==> config.mk <==
export PLATFORM = sky130hd
export DESIGN_NAME = pwm_deadtime
export DESIGN_NICKNAME = d
export VERILOG_FILES = /design/src/rtl/pwm_deadtime.sv
export SDC_FILE = /design/constraint.sdc
export NUM_CORES = 1
export LEC_CHECK = 0
export BUFFER_PORTS_ARGS = -buffer_cell sky130_fd_sc_hd__buf_2
export CORE_MARGIN = 2
export CORE_UTILIZATION = 50
export DETAILED_ROUTE_END_ITERATION = 8
export PLACE_DENSITY = 0.83
export SLEW_MARGIN = 15
export SYNTH_ARGS = -nofsm -noshare
export SYNTH_HDL_FRONTEND = slang
export SYNTH_SLANG_ARGS = --single-unit
==> constraint.sdc <==
create_clock -name clk -period 1.9 [get_ports clk]
set_input_delay 0.095 -clock clk [delete_from_list [all_inputs] [get_ports clk]]
set_output_delay 0.095 -clock clk [all_outputs]
set_load 0.01 [all_outputs]
==> src/rtl/pwm_deadtime.sv <==
// Complementary high/low-side driver with programmable dead time on each edge.
// Both outputs are registered from the next-state decode and are never high together.
module pwm_deadtime #(
  parameter int unsigned DT_W = 8
) (
  input  logic            clk,
  input  logic            rst_n,
  input  logic            en,
  input  logic            pwm_in,
  input  logic [DT_W-1:0] dead_rise,
  input  logic [DT_W-1:0] dead_fall,
  output logic            out_h,
  output logic            out_l,
  output logic            busy
);

  typedef enum logic [2:0] {
    OFF     = 3'd0,
    LOW_ON  = 3'd1,
    DT_RISE = 3'd2,
    HIGH_ON = 3'd3,
    DT_FALL = 3'd4
  } state_t;

  state_t          state_q, state_d;
  logic [DT_W-1:0] cnt_q, cnt_d;
  logic            out_h_d, out_l_d, busy_d;

  // State, counter and output registers
  always_ff @(posedge clk or negedge rst_n) begin
    if (!rst_n) begin
      state_q <= OFF;
      cnt_q   <= '0;
      out_h   <= 1'b0;
      out_l   <= 1'b0;
      busy    <= 1'b0;
    end else begin
      state_q <= state_d;
      cnt_q   <= cnt_d;
      out_h   <= out_h_d;
      out_l   <= out_l_d;
      busy    <= busy_d;
    end
  end

  // Next-state and output decode; counter only decrements while above one
  always_comb begin
    state_d = state_q;
    cnt_d   = cnt_q;
    out_h_d = 1'b0;
    out_l_d = 1'b0;
    busy_d  = 1'b0;

    unique case (state_q)
      OFF, LOW_ON: begin
        if (pwm_in) begin
          if (dead_rise != '0) begin
            state_d = DT_RISE;
            cnt_d   = dead_rise;
          end else begin
            state_d = HIGH_ON;
          end
        end else begin
          state_d = LOW_ON;
        end
      end
      DT_RISE: begin
        if (!pwm_in) begin
          state_d = LOW_ON;
        end else if (cnt_q == DT_W'(1)) begin
          state_d = HIGH_ON;
        end else begin
          cnt_d = cnt_q - DT_W'(1);
        end
      end
      HIGH_ON: begin
        if (!pwm_in) begin
          if (dead_fall != '0) begin
            state_d = DT_FALL;
            cnt_d   = dead_fall;
          end else begin
            state_d = LOW_ON;
          end
        end
      end
      DT_FALL: begin
        if (pwm_in) begin
          state_d = HIGH_ON;
        end else if (cnt_q == DT_W'(1)) begin
          state_d = LOW_ON;
        end else begin
          cnt_d = cnt_q - DT_W'(1);
        end
      end
      default: begin
        state_d = OFF;
        cnt_d   = '0;
      end
    endcase

    // Disable overrides everything and discards any count in progress
    if (!en) begin
      state_d = OFF;
      cnt_d   = '0;
    end

    out_h_d = (state_d == HIGH_ON);
    out_l_d = (state_d == LOW_ON);
    busy_d  = (state_d == DT_RISE) || (state_d == DT_FALL);
  end

endmodule
==> metrics.yaml, run 1 <==
finalHoldViolations: 0
cts_max_path_buffers: 2
synth_cells: 113
grt_max_degree: 19
dp_cells: 160
antenna_found_initial: 0
start_util_pct: 51.6
fillers: 174
yosysWarnings: 0
wire_per_inst_um: 15.0
post-place-ws_ns: 0.0383
cp_top_family: "compound AO/OA/AOI/OAI gates"
slowest_delay_ns: 0.46
path_cells: "nor4_2 -> nand3_1 -> a211o_1 -> a21oi_1 -> buf_4 -> o2bb2ai_1"
grt_pass1_vias: 860
worst_slew_pin_slew_ns: 0.397
relSlewSlack_pct: 73.5
grt_overflow: 0
critPathMaxFanout: 11
antenna_left: 0
multi_input_area_sq_um: 598
clk_latency_ns: 0.27
dieArea_sq_mm: 0.00233
core-area_sq_mm: 0.00190
vdd_drop_max_v: 0.000419
layout_commonest_cell: "buf_2"
placementRows: 16
num_io_pins: 23
maxCapViolations: 0
grt_pass1_wl_um: 3650
timing.setup.tns_ns: 0
outcome: "completed"
avgSynthCellArea_sq_um: 8.68
fin_ws_ns: 0.0383
fin_skew_ns: 0.00783
syn_area_sq_um: 981
cp.arrival_ns: 2.05
drc_errors: 0
synth_seq_cells: 14
synth_edf_count: 0
period_share_pct: 98.0
cpMaxStageDelayCell: "dfrtp_2"
cts_buffers: 3
syn2layout_area_growth_pct: 21.2
cts_tree: "built"
port_buffers: 22
synth_flop_cell: "dfrtp_1"
num_vias: 977
die_y_um: 48.3
root_buffer: "clkbuf_4"
p_per_area_mw_per_mm2: 697
drt_iter0_markers: 26
worstPathBufferInverterCount: 1
drt_wl_total_um: 2480
synthesis.nets: 135
r2r_slack_ns: 0.04
final_cell_mix: "22 x buf_2, 13 x nor2_1, 13 x dfrtp_1, 10 x a21oi_1, 8 x o2bb2ai_1"
fmax_mhz: 537
synth.distinct_cells: 44
fin_util_pct: 62.5
path_class: "reg -> reg"
fin_cells: 165
clock_sinks: 14
end_kind: "flop"
maxSlewViolCount: 0
fp.dieW_um: 48.3
n_antenna_cell: 0
ctsHtreeMaxLevel: 1
regArea_sq_um: 352
gp_congestion: 0.824
startpoint_type: "flop"
drive_gt1_share_pct: 26.1
dp_hpwl_um: 1870
setup-violations-final: 0
synthArstFlopShare_pct: 100
fin_crit_ns: 1.86
leakagePower_nw: 0.518
hold_path.class: "in -> reg"
clk_pin_slew_ns: 0.09
track_usage_pct: 22.4
nNetsFinal: 161
avgViaCountPerCell: 5.92
first_pass_iters: 4
finalPower_w: 0.000828
seq_area_frac_synth_pct: 35.7
crit_required_ns: 2.09
cts_setup_buffers: 0
cells by family after synthesis:
family | count (synthesis) | share of synthesized area (%)
fa+ha+maj | 2 | 2.55
buf+inv | 10 | 4.46
xor+xnor | 3 | 2.68
flops | 14 | 35.7
simple gates | 46 | 26.4
compound gates | 38 | 28.2
power breakdown:
part	leakage, nW	switching [W]	internal, W	total, W
clock network	0.0210	0.0000939	0.000116	0.000210
logic	0.312	0.000135	0.000125	0.000260
registers	0.185	0.0000361	0.000322	0.000358
total	0.518	0.000265	0.000563	0.000828
final cells by class:
| type | count | share of cell area (%) |
|---|---|---|
| multi-input combinational | 89 | 50.3 |
| sequential | 14 | 29.6 |
| timing repair buffer | 28 | 13.3 |
| clock buffer | 4 | 3.05 |
| tap | 27 | 2.84 |
| inverter | 3 | 0.947 |
sequential cells by signal, summed over array words and instances, names as in the netlist:
name / flops
busy: 1
cnt_q: 8
state_q: 3
out_h: 1
out_l: 1
metal layers:
layer	GRT usage (%)	part of all wire, %	up-vias
li1	-	-	483
met1	29.8	46	463
met2	39.2	48	29
met3	4.44	5.8	2
met4	1.62	0.56	0
met5	0	0	-
worst reg2reg max path, delay by kind of cell (launching register included):
| kind | cells | cell delay [ns] |
|---|---|---|
| buffers and inverters | 1 | 0.19 |
| AND/OR/NAND/NOR | 2 | 0.56 |
| flip-flops | 1 | 0.46 |
| AO/OA/AOI/OAI | 3 | 0.57 |
per-stage QoR:
step / area (sq um) / hold slack [ns]
2_1_floorplan: 981 / -0.201
3_3_place_gp: 1130 / -0.00932
3_5_place_dp: 1130 / 0.00580
4_1_cts: 1180 / 0.0686
5_1_grt: 1190 / 0.0840
6_report: 1190 / 0.0766
final timing paths:
kind / startpoint / endpoint / cells after the start
worst max-delay path: cnt_q[2]$_DFFE_PN0P_ / cnt_q[2]$_DFFE_PN0P_ / 6
worst min-delay path: en / state_q[2]$_DFF_PN0_ / 3
worst max register to register: cnt_q[2]$_DFFE_PN0P_ / cnt_q[2]$_DFFE_PN0P_ / 6
worst min register to register: cnt_q[7]$_DFFE_PN0P_ / cnt_q[7]$_DFFE_PN0P_ / 1
max in group asynchronous: rst_n / cnt_q[2]$_DFFE_PN0P_ / 2
min in group asynchronous: rst_n / out_h$_DFF_PN0_ / 2
cell usage after synthesis, drive strengths merged, types with 3 or more instances:
master   count  area (sq um)
o2bb2ai      8          70.1
inv          3          11.3
nand3        3          15.0
clkbuf       3          11.3
o21ai        3          15.0
xnor2        3          26.3
nor2        13          48.8
nor2b        3          18.8
nor4         6          52.6
a21oi       10          50.1
buf          4          21.3
nand2        6          22.5
dfrtp       14           350
what timing repair did:
action                                  CTS  global route
hold buffers                              1             0
endpoints found under the setup margin    0            11
endpoints found under the hold margin    14             0
gates resized for setup                   0             3
Power figures use the tool's default switching activity.
==> run 2, diff against run 1 <==
==> config.mk (replaced) <==
export PLATFORM = sky130hd
export DESIGN_NAME = pwm_deadtime
export DESIGN_NICKNAME = d
export VERILOG_FILES = /design/src/rtl/pwm_deadtime.sv
export SDC_FILE = /design/constraint.sdc
export NUM_CORES = 1
export LEC_CHECK = 0
export CORE_MARGIN = 2
export CORE_UTILIZATION = 50
export DETAILED_ROUTE_END_ITERATION = 8
export DONT_BUFFER_PORTS = 1
export PLACE_DENSITY = 0.73
export SLEW_MARGIN = 15
export SYNTH_ARGS = -nofsm -noshare
export SYNTH_HDL_FRONTEND = slang
export SYNTH_SLANG_ARGS = --single-unit
export TNS_END_PERCENT = 10
==> metrics.yaml, run 2 (same netlist as run 1, synthesis figures left out) <==
track_usage_pct: 20.1
outcome: "completed"
slowest_delay_ns: 0.46
num_vias: 889
path_class: "reg -> reg"
cts_max_path_buffers: 2
drive_gt1_share_pct: 10.2
grt_pass1_wl_um: 3170
switchingPower_w: 0.000238
dp_hpwl_um: 1690
fillers: 175
fin_crit_ns: 1.81
p_per_area_mw_per_mm2: 723
end_kind: "flop"
r2r_slack_ns: 0.09
top_regs: "cnt_q (8), state_q (3)"
setup.worst_path.end: "out_l$_DFF_PN0_"
fin_util_pct: 57.4
wire_per_inst_um: 15.1
multi_input_area_sq_um: 593
leakagePower_nw: 0.436
grt_overflow: 0
placementRows: 16
port_buffers: 0
hold_path.class: "in -> reg"
avgViaCountPerCell: 6.13
start_util_pct: 51.6
p_seq_share_pct: 45.7
fin_ws_ns: 0.0946
power_frac_comb_pct: 28.5
fp.dieW_um: 48.3
final_cell_mix: "14 x dfrtp_1, 13 x nor2_1, 10 x a21oi_1, 8 x o2bb2ai_1, 6 x nand2_1"
clk_latency_ns: 0.27
cpMaxStageDelayCell: "dfrtp_1"
post-place-ws_ns: 0.101
first_pass_iters: 4
reg2reg_depth: 6
clock_sinks: 14
cts_buffers: 3
antenna_found_initial: 0
hold_slack_ns: 0.0464
nNetsFinal: 141
cp.arrival_ns: 2.02
path_cells: "nor4_2 -> nand3_1 -> a211o_1 -> a21oi_1 -> buf_4 -> and3_1"
n_antenna_cell: 0
dp_cells: 137
largest_register_ffs: 8
worst_slew_pin_slew_ns: 0.608
dieArea_sq_mm: 0.00233
maxSlewViolCount: 0
die_y_um: 48.3
finalHoldViolations: 0
core-area_sq_mm: 0.00190
relSlewSlack_pct: 59.3
drt_iter0_markers: 19
cts_tree: "built"
setup-violations-final: 0
num_io_pins: 23
max_flop_register: "cnt_q"
r2r-start: "cnt_q[3]$_DFFE_PN0P_"
period_share_pct: 95.0
fin_skew_ns: 0.00117
p_int_w: 0.000551
grt_pass1_vias: 752
regArea_sq_um: 350
power.share.clock_pct: 25.8
ctsHtreeMaxLevel: 1
clk_pin_slew_ns: 0.08
fin_cells: 145
fmax_mhz: 554
antenna_left: 0
critPathMaxFanout: 11
cp_top_family: "simple AND/OR/NAND/NOR gates"
grt_max_degree: 19
worstPathBufferInverterCount: 1
startpoint_type: "flop"
crit_path_start: "cnt_q[3]$_DFFE_PN0P_"
drc_errors: 0
vdd_drop_max_v: 0.000442
cp_num_cells: 6
syn2layout_area_growth_pct: 11.4
worstReg2RegEnd: "out_l$_DFF_PN0_"
root_buffer: "clkbuf_4"
drt_wl_total_um: 2180
swShare_pct: 30.2
crit_required_ns: 2.11
maxCapViolations: 0
gp_congestion: 0.834
layout_commonest_cell: "dfrtp_1"
[run 2: cell type report]
type | count | share of cell area (%)
multi-input cells | 89 | 54.3
flip-flops and latches | 14 | 32.1
repair buffers | 8 | 6.19
clock buffers | 4 | 3.32
well taps | 27 | 3.09
inverters | 3 | 1.03
[run 2: worst min-delay path by stage]
stage | start | to | cells past startpoint
final | pwm_in | state_q[2]$_DFF_PN0_ | 3
after global routing | pwm_in | out_l$_DFF_PN0_ | 2
after CTS | pwm_in | state_q[2]$_DFF_PN0_ | 3
after detailed placement | rst_n | out_h$_DFF_PN0_ | 0
after global placement | rst_n | busy$_DFF_PN0_ | 0
after floorplan | rst_n | busy$_DFF_PN0_ | 0
[run 2: metal layers]
| metal | vias to the layer above | GRT usage [%] | part of all wire, % |
|---|---|---|---|
| li1 | 444 | - | - |
| met1 | 417 | 26.8 | 47 |
| met2 | 26 | 31.6 | 46 |
| met3 | 2 | 3.70 | 6.5 |
| met4 | 0 | 9.19 | 0.64 |
| met5 | - | 0 | 0 |
[run 2: power by group through the flow]
| stage | logic, W | registers, W | clock network, W |
|---|---|---|---|
| 2_1_floorplan | 0.000174 | 0.000354 | 0 |
| 3_3_place_gp | 0.000202 | 0.000363 | 0 |
| 3_5_place_dp | 0.000203 | 0.000364 | 0 |
| 4_1_cts | 0.000216 | 0.000358 | 0.000213 |
| 5_1_grt | 0.000252 | 0.000365 | 0.000227 |
| 6_report | 0.000225 | 0.000361 | 0.000203 |
[run 2: through the flow]
step / TNS [ns] / instance area (sq um) / total power (W)
after floorplan: 0 / 981 / 0.000528
after global placement: 0 / 1010 / 0.000565
after detailed placement: 0 / 1010 / 0.000567
after CTS: 0 / 1080 / 0.000786
after global routing: -0.117 / 1090 / 0.000844
final: 0 / 1090 / 0.000789
[run 2: repair_timing]
item,CTS,global route
hold buffers,3,0
endpoints found under the hold margin,17,0
setup endpoints to repair,0,11
buffers inserted,0,1
gates resized for setup,0,1
[run 2: worst reg2reg max path, delay by kind of cell (launching register included)]
| family | cells | cell delay (ns) |
|---|---|---|
| compound gates | 2 | 0.43 |
| simple gates | 3 | 0.68 |
| flops | 1 | 0.46 |
| buf+inv | 1 | 0.19 |
